==> src/rtl/seq_add_multiplier_if.sv <==
// rtl/seq_add_multiplier_if.sv - operand/result bus between a requester and the repeated-addition multiplier
interface seq_add_multiplier_if #(
    parameter int WIDTH = 16
);
    logic             start;
    logic [WIDTH-1:0] data_in;
    logic [WIDTH-1:0] result;
    logic             done;

    // Requester side: issues start and the two serial operands, observes the product
    modport master (
        output start,
        output data_in,
        input  result,
        input  done
    );

    // Multiplier side
    modport slave (
        input  start,
        input  data_in,
        output result,
        output done
    );
endinterface

==> src/rtl/seq_add_multiplier.sv <==
// rtl/seq_add_multiplier.sv - unsigned multiplier computing A*B by B repeated additions of A
module seq_add_multiplier #(
    parameter int WIDTH = 16
) (
    input  logic                clk,
    input  logic                rst_n,
    seq_add_multiplier_if.slave bus
);

    typedef enum logic [2:0] {
        S_IDLE   = 3'd0,
        S_LOAD_A = 3'd1,
        S_LOAD_B = 3'd2,
        S_ACCUM  = 3'd3,
        S_DONE   = 3'd4
    } state_t;

    state_t           state_q, state_d;
    logic [WIDTH-1:0] a_q, a_d;
    logic [WIDTH-1:0] b_q, b_d;
    logic [WIDTH-1:0] p_q, p_d;

    logic [WIDTH-1:0] b_dec;
    logic             b_last;
    logic             done_w;

    // Zero detect looks at B-1 so the final addition and the exit to DONE share a cycle
    assign b_dec  = b_q - WIDTH'(1);
    assign b_last = (b_dec == '0);

    always_ff @(posedge clk or negedge rst_n) begin
        if (!rst_n) begin
            state_q <= S_IDLE;
        end else begin
            state_q <= state_d;
        end
    end

    always_ff @(posedge clk or negedge rst_n) begin
        if (!rst_n) begin
            a_q <= '0;
            b_q <= '0;
            p_q <= '0;
        end else begin
            a_q <= a_d;
            b_q <= b_d;
            p_q <= p_d;
        end
    end

    always_comb begin
        state_d = state_q;
        case (state_q)
            S_IDLE: begin
                if (bus.start) begin
                    state_d = S_LOAD_A;
                end
            end
            S_LOAD_A: begin
                state_d = S_LOAD_B;
            end
            S_LOAD_B: begin
                if (bus.data_in == '0) begin
                    state_d = S_DONE;
                end else begin
                    state_d = S_ACCUM;
                end
            end
            S_ACCUM: begin
                if (b_last) begin
                    state_d = S_DONE;
                end
            end
            S_DONE: begin
                // Holding start high parks here; a new run needs start to fall first
                if (!bus.start) begin
                    state_d = S_IDLE;
                end
            end
            default: begin
                state_d = S_IDLE;
            end
        endcase
    end

    always_comb begin
        a_d    = a_q;
        b_d    = b_q;
        p_d    = p_q;
        done_w = 1'b0;
        case (state_q)
            S_LOAD_A: begin
                a_d = bus.data_in;
            end
            S_LOAD_B: begin
                b_d = bus.data_in;
                p_d = '0;
            end
            S_ACCUM: begin
                p_d = p_q + a_q;
                b_d = b_dec;
            end
            S_DONE: begin
                done_w = 1'b1;
            end
            default: begin
                done_w = 1'b0;
            end
        endcase
    end

    assign bus.result = p_q;
    assign bus.done   = done_w;

endmodule

==> src/flat_wrapper.sv <==
// flat-port wrapper written by rule: the top's interface ports become plain ports
module seq_add_multiplier_flat 
#(
    parameter int WIDTH = 16
)
  (clk, rst_n, bus_start, bus_data_in, bus_result, bus_done);
  seq_add_multiplier_if #(.WIDTH(WIDTH)) bus_i ();
  input  logic clk;
  input  logic rst_n;
  input wire logic [$bits(bus_i.start)-1:0] bus_start;
  input wire logic [$bits(bus_i.data_in)-1:0] bus_data_in;
  output wire logic [$bits(bus_i.result)-1:0] bus_result;
  output wire logic [$bits(bus_i.done)-1:0] bus_done;
  assign bus_i.start = bus_start;
  assign bus_i.data_in = bus_data_in;
  assign bus_result = bus_i.result;
  assign bus_done = bus_i.done;
  seq_add_multiplier #(.WIDTH(WIDTH)) u_core (.clk(clk), .rst_n(rst_n), .bus(bus_i));
endmodule
==> config.mk <==
export PLATFORM = sky130hd
export DESIGN_NAME = seq_add_multiplier_flat
export DESIGN_NICKNAME = d
export VERILOG_FILES = /design/src/rtl/seq_add_multiplier_if.sv /design/src/rtl/seq_add_multiplier.sv /design/src/flat_wrapper.sv
export SDC_FILE = /design/constraint.sdc
export NUM_CORES = 1
export LEC_CHECK = 0
export BUFFER_PORTS_ARGS = -buffer_cell sky130_fd_sc_hd__buf_2
export CAP_MARGIN = 20
export CELL_PAD_IN_SITES_DETAIL_PLACEMENT = 0
export CELL_PAD_IN_SITES_GLOBAL_PLACEMENT = 2
export CORE_MARGIN = 4
export CORE_UTILIZATION = 25
export DETAILED_ROUTE_END_ITERATION = 16
export GPL_TIMING_DRIVEN = 0
export PLACE_DENSITY = 0.62
export SYNTH_ARGS = -nofsm -noshare
export SYNTH_HDL_FRONTEND = slang
export SYNTH_SLANG_ARGS = --single-unit
==> constraint.sdc <==
create_clock -name clk -period 3 [get_ports clk]
set_input_delay 0.45 -clock clk [delete_from_list [all_inputs] [get_ports clk]]
set_output_delay 0.45 -clock clk [all_outputs]
set_load 0.02 [all_outputs]
After elaboration in Yosys (flattened, before gate mapping)
Cells that the tools add are included.

Add/subtract/negate cells: 2. Mux-type cells: 8. Equal/unequal tests: 7. Reductions and logical operators: 5.

Operators by type and width (count): 16-bit one-hot mux with 2 select lines (2); 16-bit zero test (2); 16-bit adder (1); 16-bit by 1-bit subtractor with 16-bit output (second input constant) (1); 3-bit one-hot mux with 5 select lines (1); 3-bit 2-to-1 mux (4); 3-bit by 2-bit equality test with 1-bit output (second input constant) (2); 2-bit != test (second input constant) (2); 3-bit by 1-bit equality test with 1-bit output (second input constant) (1); 3-bit equality test (second input constant) (1); 3-bit zero test (1); 3-bit AND reduction (1); 2-bit by 1-bit != test with 1-bit output (second input constant) (1); 2-bit nonzero test (1); 1-bit 2-to-1 mux (1).

Output and inout port bits: 17. Register bits: 51. Input port bits: 19. Word-level logic and storage cells: 26.

Logic depth before layout (Yosys ltp)
Depth in word-level cells: 4. Depth in mapped cells: 9. Gate-level depth less buffers: 9.

Worst setup path after synthesis
OpenSTA, ideal clock, no wires.

Path kind: flip-flop to flip-flop. Start point: register u_core.p_q[6], in the netlist u_core.bus.result[6]. End point: register u_core.p_q[15], in the netlist u_core.bus.result[15]. Path slack: 704 ps. Clock period less this slack: 2296 ps. Data arrival time: 2165 ps. Cell stages (with the launch flop): 9. Library setup time: 131 ps. Data required time: 2869 ps. Cell sequence: dfrtp_1 -> ha_1 -> a211oi_1 -> nor2_1 -> o31ai_1 -> a31oi_1 -> or3_1 -> nand3_1 -> or3b_1.

Cells in the longest elaborated chain, start to end: 2.

RTL lines: start: declaration (RTL line seq_add_multiplier.sv:21) `logic [WIDTH-1:0] p_q, p_d;`; start signal: assignment (RTL line seq_add_multiplier.sv:47) `p_q <= p_d;`; 16-bit adder (RTL line seq_add_multiplier.sv:100) `p_d = p_q + a_q;`; 16-bit one-hot mux with 2 select lines (RTL line seq_add_multiplier.sv:91) `case (state_q)`.

No other way between the ends. A chain may end at the register's enable or synchronous reset.

Worst setup path after layout
Start point: register u_core.b_q[2]. End point: register u_core.state_q[1].

Cells in the longest elaborated chain, start to end: 4.

RTL lines: start: declaration (RTL line seq_add_multiplier.sv:20) `logic [WIDTH-1:0] b_q, b_d;`; start signal: assignment (RTL line seq_add_multiplier.sv:42) `b_q <= '0;`; start signal: assignment (RTL line seq_add_multiplier.sv:46) `b_q <= b_d;`; 16-bit by 1-bit subtractor with 16-bit output (RTL line seq_add_multiplier.sv:28) `assign b_dec = b_q - WIDTH'(1);`; 16-bit zero test (RTL line seq_add_multiplier.sv:29) `assign b_last = (b_dec == '0);`; 2-bit by 1-bit != test with 1-bit output (no line); 3-bit AND reduction (no line); end signal: assignment (RTL line seq_add_multiplier.sv:35) `state_q <= state_d;`; end: declaration (RTL line seq_add_multiplier.sv:18) `state_t state_q, state_d;`.

No other way between the ends.

==> results_dict.tcl <==
set metrics [dict create \
    run_status "completed" \
    cts_tree "yes" \
    swShare 0.2328 \
    yosys-top-cells-area "dfrtp_1 (41%), ha_1 (6.8%), mux2_2 (5.7%)" \
    utilization 0.3051 \
    hold_buffers 0 \
    ir_drop_uv 207.6 \
    multi_input_area_mm2 0.001747 \
    path_clk_slew_ns 0.07 \
    drc 0 \
    synth.distinct_cells 51 \
    synth_edf_count 0 \
    worstSkewPairLatency_ns 0.30 \
    fin_crit_sh 0.8937 \
    seq_area_mm2 0.001276 \
    cts.repair.resized 0 \
    start_kind "register" \
    grt_usage 0.1365 \
    yosys_register_bits 51 \
    viasPerCell 4.906 \
    tightest_slew_ns 0.9896 \
    critPathKind "reg -> reg" \
    synth_cells 333 \
    final.fill_count 1304 \
    synthArstFlopShare 1.000 \
    drtIter0Drc 151 \
    htreeDepth 2 \
    drtPass1Iterations 4 \
    dieWidth_um 120.0 \
    drv_cap 0 \
    fin_skew_ns 0.003409 \
    worstPathArrival_ns 2.84 \
    grt_pass1_wl_um 15190 \
    crit_fanout 8 \
    p_int_w 0.001105 \
    synth_top_area_share 0.4069 \
    pwr-share-comb 0.043 \
    syn_area_per_cell_um2 9.420 \
    layout_commonest_cell "dfrtp_1" \
    layout_common_cells "dfrtp_1 (51), buf_2 (38), nand2_1 (31), o21ai_0 (31), a21oi_1 (25)" \
    clockPowerShare 0.475 \
    antenna_left 0 \
    synth_top_cell_by_area "dfrtp_1" \
    dieArea_mm2 0.01440 \
    cts_root_buf "clkbuf_16" \
    drive_above_1_share 0.1910 \
    grt_overflow 0 \
    coreArea_mm2 0.01216 \
    cp_common_cell "nor3_1" \
    drt_wl_total_um 9490 \
    syn_to_final_growth_pct 18.31 \
    synth-seq-area-share 0.4069 \
    fin_tns_setup_ns 0 \
    grt_antenna_before_repair 0 \
    relSlewSlack 0.3352 \
    clock-sinks 51 \
    holdCritPathClass "in -> async" \
    slew_viol_final 0 \
    fmax_mhz 373.0 \
    nets 413 \
    layout.cells.non_filler 545 \
    critical-path-max-stage-delay_ns 0.51 \
    wl_per_cell_um 17.41 \
    period_minus_slack_ns 2.681 \
    antennaDiodeCount 0 \
    power_density_mw_per_mm2 387.9 \
    clockBufferDepth 2 \
    numCtsBuffers 5 \
    grt_pass1_vias 2660 \
    power_switching_w 0.0003351 \
    path_buf_inv 1 \
    hpwlAfterDp_um 7019 \
    critPathTopFamily "simple AND/OR/NAND/NOR gates" \
    end_kind "register" \
    io-pin-count 36 \
    slowest_stage "nor3_1" \
    die_h_um 120.0 \
    ys_warn_count 0 \
    grt_max_degree 37 \
    path_cells "clkbuf_2 > nor3_1 > nand2_1 > nor2_1 > xnor2_1 > nand4_1 > nor3_1 > a41oi_2" \
    rows 40 \
    syn_area_mm2 0.003137 \
    crit_required_ns 3.16 \
    setup_viol 0 \
    synth-main-ff-cell "dfrtp_1" \
    p_leak_nw 1.720 \
    rsz0062_at_grt "false" \
    p_seq_frac 0.482 \
    vias 2674 \
    dp_cells 537 \
    hold_viol 0 \
    synthesis.nets 370 \
    floorplan.initialDensity 0.2579 \
    gp_congestion 0.7684 \
    io_buffers 35 \
    cts_setup_buffers 0 \
]
[cell usage after synthesis (2+ instances only)]
library cell	n
nor2_1	18
o31ai_1	3
a21o_1	3
a31oi_1	3
nand2b_1	3
nor2b_1	2
nand4_1	3
clkbuf_1	6
and3_1	3
nand3_1	17
o22ai_1	11
or3_1	4
a211oi_1	3
xnor2_1	9
inv_1	10
nand2_1	31
nor4_4	2
buf_6	2
xor2_1	9
a2111oi_0	2
o21bai_1	6
buf_2	3
nor4_1	5
nor3_1	10
a21oi_1	25
o21ai_0	31
dfrtp_1	51
ha_1	17
mux2i_1	4
mux2_2	16
[power by group through the flow]
stage / Sequential [W] / Clock, W / Combinational, W
floorplan: 0.000708 / 0 / 0.0000158
global placement: 0.000708 / 0 / 0.0000608
detailed placement: 0.000708 / 0 / 0.0000644
CTS: 0.000694 / 0.000716 / 0.0000645
global route: 0.000695 / 0.000731 / 0.0000698
finish: 0.000694 / 0.000684 / 0.0000617
[registers in the layout, indices dropped and copies added, names as in the netlist]
register,count
u_core.a_q,16
u_core.b_q,16
u_core.bus.result,16
u_core.state_q,3
[kinds of logic (layout without fill, tap and decap cells)]
kind of cell             after synthesis  after routing  synth area share
flip-flops                            51             51            0.4069
AND/OR/NAND/NOR                      105            105            0.1739
multiplexers                          20             20           0.07020
adder cells (fa/ha/maj)               18             18           0.07419
AO/OA/AOI/OAI                         97             97            0.1883
buffers and inverters                 24             68           0.03630
XOR/XNOR                              18             18           0.05026
[worst paths after layout]
path | start | to | slack (ns) | cells past startpoint
min | rst_n | u_core.b_q[6] | 0.07 | 1
min reg2reg | u_core.b_q[15] | u_core.b_q[15] | 0.50 | 2
max reg2reg | u_core.b_q[2] | u_core.state_q[1] | 0.32 | 8
min in group clk | bus_data_in[9] | u_core.a_q[9] | 0.44 | 2
max in group asynchronous | rst_n | u_core.bus.result[7] | 2.37 | 2
max | u_core.b_q[2] | u_core.state_q[1] | 0.32 | 8
[metrics by stage]
stage	worst slack [ns]	total power, W	hold WS [ns]	area [µm²]
after floorplan	0.7036	0.0007235	0.1544	3137
after global placement	0.3580	0.0007688	0.4840	3522
after detailed placement	0.3174	0.0007726	0.4160	3542
after CTS	0.3077	0.001475	0.08814	3711
after global routing	0.1174	0.001496	0.1104	3711
final	0.3189	0.001440	0.07492	3711
[per-layer routing]
| layer | wire, µm | global-route usage |
|---|---|---|
| met3 | 262 | 0.02592 |
| met1 | 4773 | 0.1916 |
| met2 | 4318 | 0.2115 |
| met4 | 135 | 0.04295 |
| met5 | 0 | 0 |
[layout make-up]
cell class              count  area share
multi-input cells         258      0.4707
clock inverters             3     0.01180
flip-flops and latches     51      0.3439
repair buffers             36     0.05260
well taps                 168     0.05664
inverters                  10     0.01011
plain buffers              14     0.02057
clock buffers               5     0.03372
(Power assumes the default switching activity.)
